==> config.mk <==
export PLATFORM = sky130hd
export DESIGN_NAME = mem_access
export DESIGN_NICKNAME = d
export VERILOG_FILES = /design/src/rtl/mem_access_pkg.sv /design/src/rtl/mem_access_lane_align.sv /design/src/rtl/mem_access.sv
export SDC_FILE = /design/constraint.sdc
export NUM_CORES = 1
export LEC_CHECK = 0
export BUFFER_PORTS_ARGS = -buffer_cell sky130_fd_sc_hd__buf_4
export CORE_AREA = 3 3 145 147
export DETAILED_ROUTE_END_ITERATION = 16
export DIE_AREA = 0 0 148 150
export HOLD_SLACK_MARGIN = 0.08
export SETUP_SLACK_MARGIN = 0.3
export SLEW_MARGIN = 40
export SYNTH_ARGS = -nofsm -noshare
export SYNTH_HDL_FRONTEND = slang
export SYNTH_SLANG_ARGS = --single-unit
==> constraint.sdc <==
create_clock -name clk -period 3 [get_ports clk]
set_clock_uncertainty 0.15 [all_clocks]
set_input_delay 0.15 -clock clk [delete_from_list [all_inputs] [get_ports clk]]
set_output_delay 0.15 -clock clk [all_outputs]
set_load 0.005 [all_outputs]
==> src/rtl/mem_access_pkg.sv <==
// mem_access_pkg: memory op and FSM state encodings shared by the memory-access stage
package mem_access_pkg;
    localparam int MEM_OP_BUS = 4;
    typedef enum logic [MEM_OP_BUS-1:0] {
        MEM_NOP = 4'd0,
        MEM_LB  = 4'd1,
        MEM_LBU = 4'd2,
        MEM_LH  = 4'd3,
        MEM_LHU = 4'd4,
        MEM_LW  = 4'd5,
        MEM_SB  = 4'd6,
        MEM_SH  = 4'd7,
        MEM_SW  = 4'd8
    } mem_op_e;
    typedef enum logic [1:0] {
        IDLE = 2'd0,
        BUSY = 2'd1,
        DONE = 2'd2
    } state_e;
endpackage

==> src/rtl/mem_access_lane_align.sv <==
// mem_lane_align: little-endian byte-lane steering for stores and load extraction/extension
//   i_op/i_addr/i_st_data -> o_wstrb, o_wdata, o_misaligned (store direction, alignment check)
//   i_ld_word/i_addr/i_op -> o_ld_data (load direction)
module mem_lane_align
    import mem_access_pkg::*;
(
    input  logic [MEM_OP_BUS-1:0] i_op,
    input  logic [1:0]            i_addr,
    input  logic [31:0]           i_st_data,
    input  logic [31:0]           i_ld_word,
    output logic [3:0]            o_wstrb,
    output logic [31:0]           o_wdata,
    output logic [31:0]           o_ld_data,
    output logic                  o_misaligned
);
    logic [31:0] w_shift;
    logic [7:0]  w_byte;
    logic [15:0] w_half;

    assign w_shift = i_ld_word >> {i_addr, 3'b000};
    assign w_byte  = w_shift[7:0];
    assign w_half  = i_addr[1] ? i_ld_word[31:16] : i_ld_word[15:0];

    always_comb begin
        o_ld_data    = i_op == MEM_LB  ? {{24{w_byte[7]}}, w_byte} :
                       i_op == MEM_LBU ? {24'd0, w_byte} :
                       i_op == MEM_LH  ? {{16{w_half[15]}}, w_half} :
                       i_op == MEM_LHU ? {16'd0, w_half} : i_ld_word;
        o_wstrb      = i_op == MEM_SB ? 4'b0001 << i_addr :
                       i_op == MEM_SH ? (i_addr[1] ? 4'b1100 : 4'b0011) :
                       i_op == MEM_SW ? 4'b1111 : 4'b0000;
        o_wdata      = i_op == MEM_SB ? {4{i_st_data[7:0]}} :
                       i_op == MEM_SH ? {2{i_st_data[15:0]}} :
                       i_op == MEM_SW ? i_st_data : 32'd0;
        o_misaligned = ((i_op == MEM_LH || i_op == MEM_LHU || i_op == MEM_SH) && i_addr[0]) ||
                       ((i_op == MEM_LW || i_op == MEM_SW) && i_addr != 2'b00);
    end
endmodule

==> src/rtl/mem_access.sv <==
// mem_access: MEM pipeline stage issuing one req/ack data-bus access per load/store
//   inputs : EX/MEM results (mem op/addr/store data, reg and HI/LO write fields), bus ack/rdata
//   outputs: registered bus request fields, stall, misalignment flag, MEM/WB forwarding view
module mem_access
    import mem_access_pkg::*;
#(
    parameter int ADDR_W = 32,
    parameter int DATA_W = 32
) (
    input  logic                  clk,
    input  logic                  rst,
    input  logic [MEM_OP_BUS-1:0] mem_op_i,
    input  logic [ADDR_W-1:0]     mem_addr_i,
    input  logic [DATA_W-1:0]     mem_store_data_i,
    input  logic [31:0]           reg_write_data_i,
    input  logic [4:0]            reg_write_addr_i,
    input  logic                  reg_write_en_i,
    input  logic [31:0]           hi_write_data_i,
    input  logic [31:0]           lo_write_data_i,
    input  logic                  hilo_write_en_i,
    output logic                  data_req_o,
    output logic                  data_wr_o,
    output logic [ADDR_W-1:0]     data_addr_o,
    output logic [3:0]            data_wstrb_o,
    output logic [31:0]           data_wdata_o,
    input  logic                  data_ack_i,
    input  logic [31:0]           data_rdata_i,
    output logic                  stall_req_o,
    output logic                  addr_err_o,
    output logic [31:0]           reg_write_data_o,
    output logic [4:0]            reg_write_addr_o,
    output logic                  reg_write_en_o,
    output logic [31:0]           hi_write_data_o,
    output logic [31:0]           lo_write_data_o,
    output logic                  hilo_write_en_o
);
    state_e            r_state;
    logic              r_req;
    logic              r_wr;
    logic [ADDR_W-1:0] r_addr;
    logic [3:0]        r_wstrb;
    logic [31:0]       r_wdata;
    logic [31:0]       r_rdata;
    logic              w_is_load;
    logic              w_is_store;
    logic              w_is_mem;
    logic              w_misaligned;
    logic              w_go;
    logic [3:0]        w_wstrb;
    logic [31:0]       w_wdata;
    logic [31:0]       w_ld_data;

    mem_lane_align u_align (
        .i_op         (mem_op_i),
        .i_addr       (mem_addr_i[1:0]),
        .i_st_data    (mem_store_data_i),
        .i_ld_word    (r_rdata),
        .o_wstrb      (w_wstrb),
        .o_wdata      (w_wdata),
        .o_ld_data    (w_ld_data),
        .o_misaligned (w_misaligned)
    );

    // Op codes outside 1..8 fall through as NOP.
    assign w_is_load  = mem_op_i >= MEM_LB && mem_op_i <= MEM_LW;
    assign w_is_store = mem_op_i >= MEM_SB && mem_op_i <= MEM_SW;
    assign w_is_mem   = w_is_load || w_is_store;
    assign w_go       = r_state == IDLE && w_is_mem && !w_misaligned;

    always_ff @(posedge clk) begin
        if (rst) begin
            r_state <= IDLE;
            r_req   <= 1'b0;
            r_wr    <= 1'b0;
            r_addr  <= '0;
            r_wstrb <= 4'd0;
            r_wdata <= 32'd0;
            r_rdata <= 32'd0;
        end else begin
            case (r_state)
                IDLE: if (w_go) begin
                    r_req   <= 1'b1;
                    r_wr    <= w_is_store;
                    r_addr  <= mem_addr_i;
                    r_wstrb <= w_wstrb;
                    r_wdata <= w_wdata;
                    r_state <= BUSY;
                end
                BUSY: if (data_ack_i) begin
                    r_rdata <= data_rdata_i;
                    r_req   <= 1'b0;
                    r_state <= DONE;
                end
                default: r_state <= IDLE;
            endcase
        end
    end

    assign data_req_o   = r_req;
    assign data_wr_o    = r_wr;
    assign data_addr_o  = r_addr;
    assign data_wstrb_o = r_wstrb;
    assign data_wdata_o = r_wdata;

    // Load/store ops only expose a register write once the captured data is final (DONE, loads).
    always_comb begin
        stall_req_o      = !rst && (w_go || r_state == BUSY);
        addr_err_o       = !rst && r_state == IDLE && w_is_mem && w_misaligned;
        reg_write_data_o = rst ? 32'd0 : (r_state == DONE && w_is_load) ? w_ld_data : reg_write_data_i;
        reg_write_en_o   = !rst && (w_is_mem ? (r_state == DONE && w_is_load && reg_write_en_i) : reg_write_en_i);
        reg_write_addr_o = rst ? 5'd0 : reg_write_addr_i;
        hi_write_data_o  = rst ? 32'd0 : hi_write_data_i;
        lo_write_data_o  = rst ? 32'd0 : lo_write_data_i;
        hilo_write_en_o  = !rst && hilo_write_en_i;
    end
endmodule
==> summary.md <==
| Metric | Value |
|---|---|
| Placed instance area | `roughly 9200 um^2` |
| Fin cells | `roughly 1500` |
| Cell count after placement | `between 1000 and 1500` |
| Slew margin rel. | `around 54%` |
| Vias in the first global route | `6943` |
| Post-route clock period utilization | `86.43%` |
| Post-Route WL | `about 27000 um` |
| Metal2 WL | `14060 um` |
| Die Width | `148 um` |
| Routed Antenna Nets | `0` |
| Initial antenna violation count | `0` |
| Fin. Hold Viols | `0` |
| Reg-to-reg critical path endpoint | `data_wdata_o[18]$_SDFFE_PP0P_` |
| N_diodes | `0` |
| Starting density of the core | `between 30% and 40%` |
| First DRT Iteration DRCs | `340` |
| Slew @ Worst Pin | `between 0.6 and 0.7 ns` |
| Total negative setup slack | `0 ns` |
| Mapped cell area | `around 6100 um^2` |
| Full die area | `between 20000 and 25000 um^2` |
| First-pass iteration count of the detailed router | `8` |
| RD Place Congestion | `around 0.83` |
| #FFs+latches synth | `104` |
| Post-synth EDFFs | `0` |
| Critical path fanouts, max | `24` |
| Register clock-pin slew on the reported worst setup and hold paths | `0.07 ns` |
| Commonest cells after routing, fill and taps aside | `394 x buf_4, 181 x nand2_1, 104 x dfxtp_1` |
| Number of buffers added on ports | `380` |
| Leak | `between 4 and 5 nW` |
| Routed WL per cell | `between 15 and 20 um` |
| RSZ-0062 raised after global routing | `false` |
| Met1 Routed Length | `roughly 10000 um` |
| Most common cell after layout, fill and taps aside | `buf_4` |
| Syn_area_per_cell | `just under 8 um^2` |
| Asr flop ratio synth | `0%` |
| Met3 wire length | `a little under 2000 um` |
| WP data arrival | `between 2 and 2.5 ns` |
| Final Instance Area | `between 10000 and 15000 um^2` |
| Max clock buf depth | `2` |
| RR Startpoint | `r_state[0]$_SDFFE_PP0P_` |
| CTS Buf Count | `9` |
| Overall via count from detail_route | `7156` |
| Final Max Tran Viols | `0` |
| CTS root buffer | `clkbuf_16` |
| CTS tree | `done` |
| Max-cap violations | `0` |
| Layout area overhead | `68.57%` |
| R2R setup slack | `0.90 ns` |
| CP endpoint kind | `primary output` |
| Num Clock Sinks | `~100` |
| Core Util, Final | `between 50% and 60%` |
| Mapped Nets | `995` |
| First-pass GRT wire length | `~39000 um` |
| Status | `completed` |
| Synthesis Warnings | `0` |
| Vias/cell | `4.835` |
| Crit. Startpoint | `r_state[0]$_SDFFE_PP0P_` |
| CP max stage delay | `~0.34 ns` |
| Total core area | `around 20000 um^2` |
| Top cell by count, worst path | `buf_4` |
| CP Class | `flop to primary output` |
| Grt ovf | `0` |
| Time the worst path needs with I/O delays and setup | `2.593 ns` |
| Critical Path RT | `~2.7 ns` |
| # IOs | `about 380` |
| Max stage delay cell, worst path | `a2111oi_4` |
| Depth of the most critical reg-to-reg path | `4` |
| NumNets Final | `~1400` |
| # fillers | `1947` |
| Most used DFF post-synth | `dfxtp_1` |
| Synth Instances | `between 700 and 800` |
| Hold Path Stages | `4` |
| Synth unique cells | `49` |
| Crit start category | `flop` |
| Maximum VDD drop | `approximately 0.27 mV` |
| Post-synthesis sequential area ratio | `between 30% and 40%` |
| GRT Resource Usage Total | `22.32%` |
| Layout cell share with drive strength beyond 1 | `39.34%` |
| Die Y | `about 150 um` |
| # DRC | `0` |
| H-tree levels | `3` |
| Hold Path Class | `primary input to flop` |
| Power, Total | `~3.8 mW` |
| Cell Chain, Critical Path | `nand2b_1, a2111oi_4, buf_4, and2_0, buf_6, a311oi_1, buf_4` |
| Post-CTS setup buffers | `0` |
| Clk Latency, worst-skew pair | `0.35 ns` |
| Fmax | `roughly 0.39 GHz` |
| Power per Cell Area | `366.3 nW/um^2` |
| DP HPWL | `19700 um` |
| Rows | `between 50 and 60` |
| Final Setup Violations | `0` |
| Min-delay src | `mem_store_data_i[10]` |
| Top layer in use | `met4` |
| WHS Endpoint | `data_wdata_o[26]$_SDFFE_PP0P_` |
| Largest net degree at the start of global routing | `between 100 and 150` |
stage by stage:
stage	worst slack, ns	hold slack [ns]
after floorplan	0.6596	0.1360
after global placement	0.3181	0.2499
after detailed placement	0.2903	0.2579
after CTS	0.3515	0.08215
after global routing	0.2837	0.1239
final	0.4070	0.09610
worst max-delay path, delay by kind of cell (launching register included):
| family | cells | cell delay (ns) |
|---|---|---|
| and+or+nand+nor | 2 | 0.36 |
| buffers and inverters | 3 | 0.75 |
| AOI/OAI and AO/OA | 2 | 0.50 |
| DFF | 1 | 0.32 |
report_power, final:
part,total [mW],internal (mW),switching (mW)
registers,1.51,1.46,0.0501
logic,1.04,0.594,0.445
clock network,1.24,0.674,0.564
total,3.78,2.72,1.06
flip-flops by register name (all words and copies together), names as in the netlist:
signal        count
data_addr_o      32
data_req_o        1
data_wdata_o     32
data_wr_o         1
data_wstrb_o      4
r_rdata          32
r_state           2
per-layer routing:
layer | track usage, % | vias to the layer above
met3 | 5.118 | 30
met5 | 0 | -
met1 | 25.11 | 3301
met4 | 6.467 | 0
met2 | 41.97 | 297
li1 | - | 3528
timing repair:
| item | in CTS | in global routing |
|---|---|---|
| endpoints found under the hold margin | 82 | 0 |
| pin swaps | 0 | 0 |
| hold buffers | 84 | 0 |
| endpoints found under the setup margin | 1 | 24 |
| resized for setup | 1 | 1 |
layout make-up:
type	count	area, um^2	share of cell area (%)
Clock inverter	6	65.06	0.6301
Multi-Input combinational cell	603	3739	36.20
Sequential cell	104	2082	20.16
Timing Repair Buffer	481	3841	37.20
Inverter	6	22.52	0.2181
Clock buffer	10	239.0	2.314
Tap cell	270	337.8	3.272
synth_stat cells (9+ instances only):
library cell	count	area, um^2
nor2_1	38	142.6
or2_2	17	106.4
nor3_1	18	90.09
or3b_2	9	78.83
mux2_2	16	180.2
nand3_1	9	45.04
o21ai_0	9	45.04
nand2_1	181	679.4
nor2b_1	88	550.5
clkbuf_1	58	217.7
dfxtp_1	104	2082
mux2i_1	48	480.5
a211oi_1	17	127.6
a21oi_1	70	350.3
a22o_1	9	78.83
worst max path at each step:
stage,end,depth (start not counted)
after detailed placement,data_wdata_o[5]$_SDFFE_PP0P_,6
after floorplan,data_wstrb_o[1]$_SDFFE_PP0P_,8
final,reg_write_data_o[14],7
after CTS,reg_write_data_o[7],7
after global routing,reg_write_data_o[16],7
after global placement,data_wdata_o[0]$_SDFFE_PP0P_,6
logic make-up after synthesis:
family	count (synthesis)	synth area share (%)
multiplexers	74	14.22
buffers and inverters	82	5.637
AO/OA/AOI/OAI	142	15.03
AND/OR/NAND/NOR	386	30.98
flip-flops	104	33.99
XOR/XNOR	1	0.1430
(Power assumes the default switching activity.)
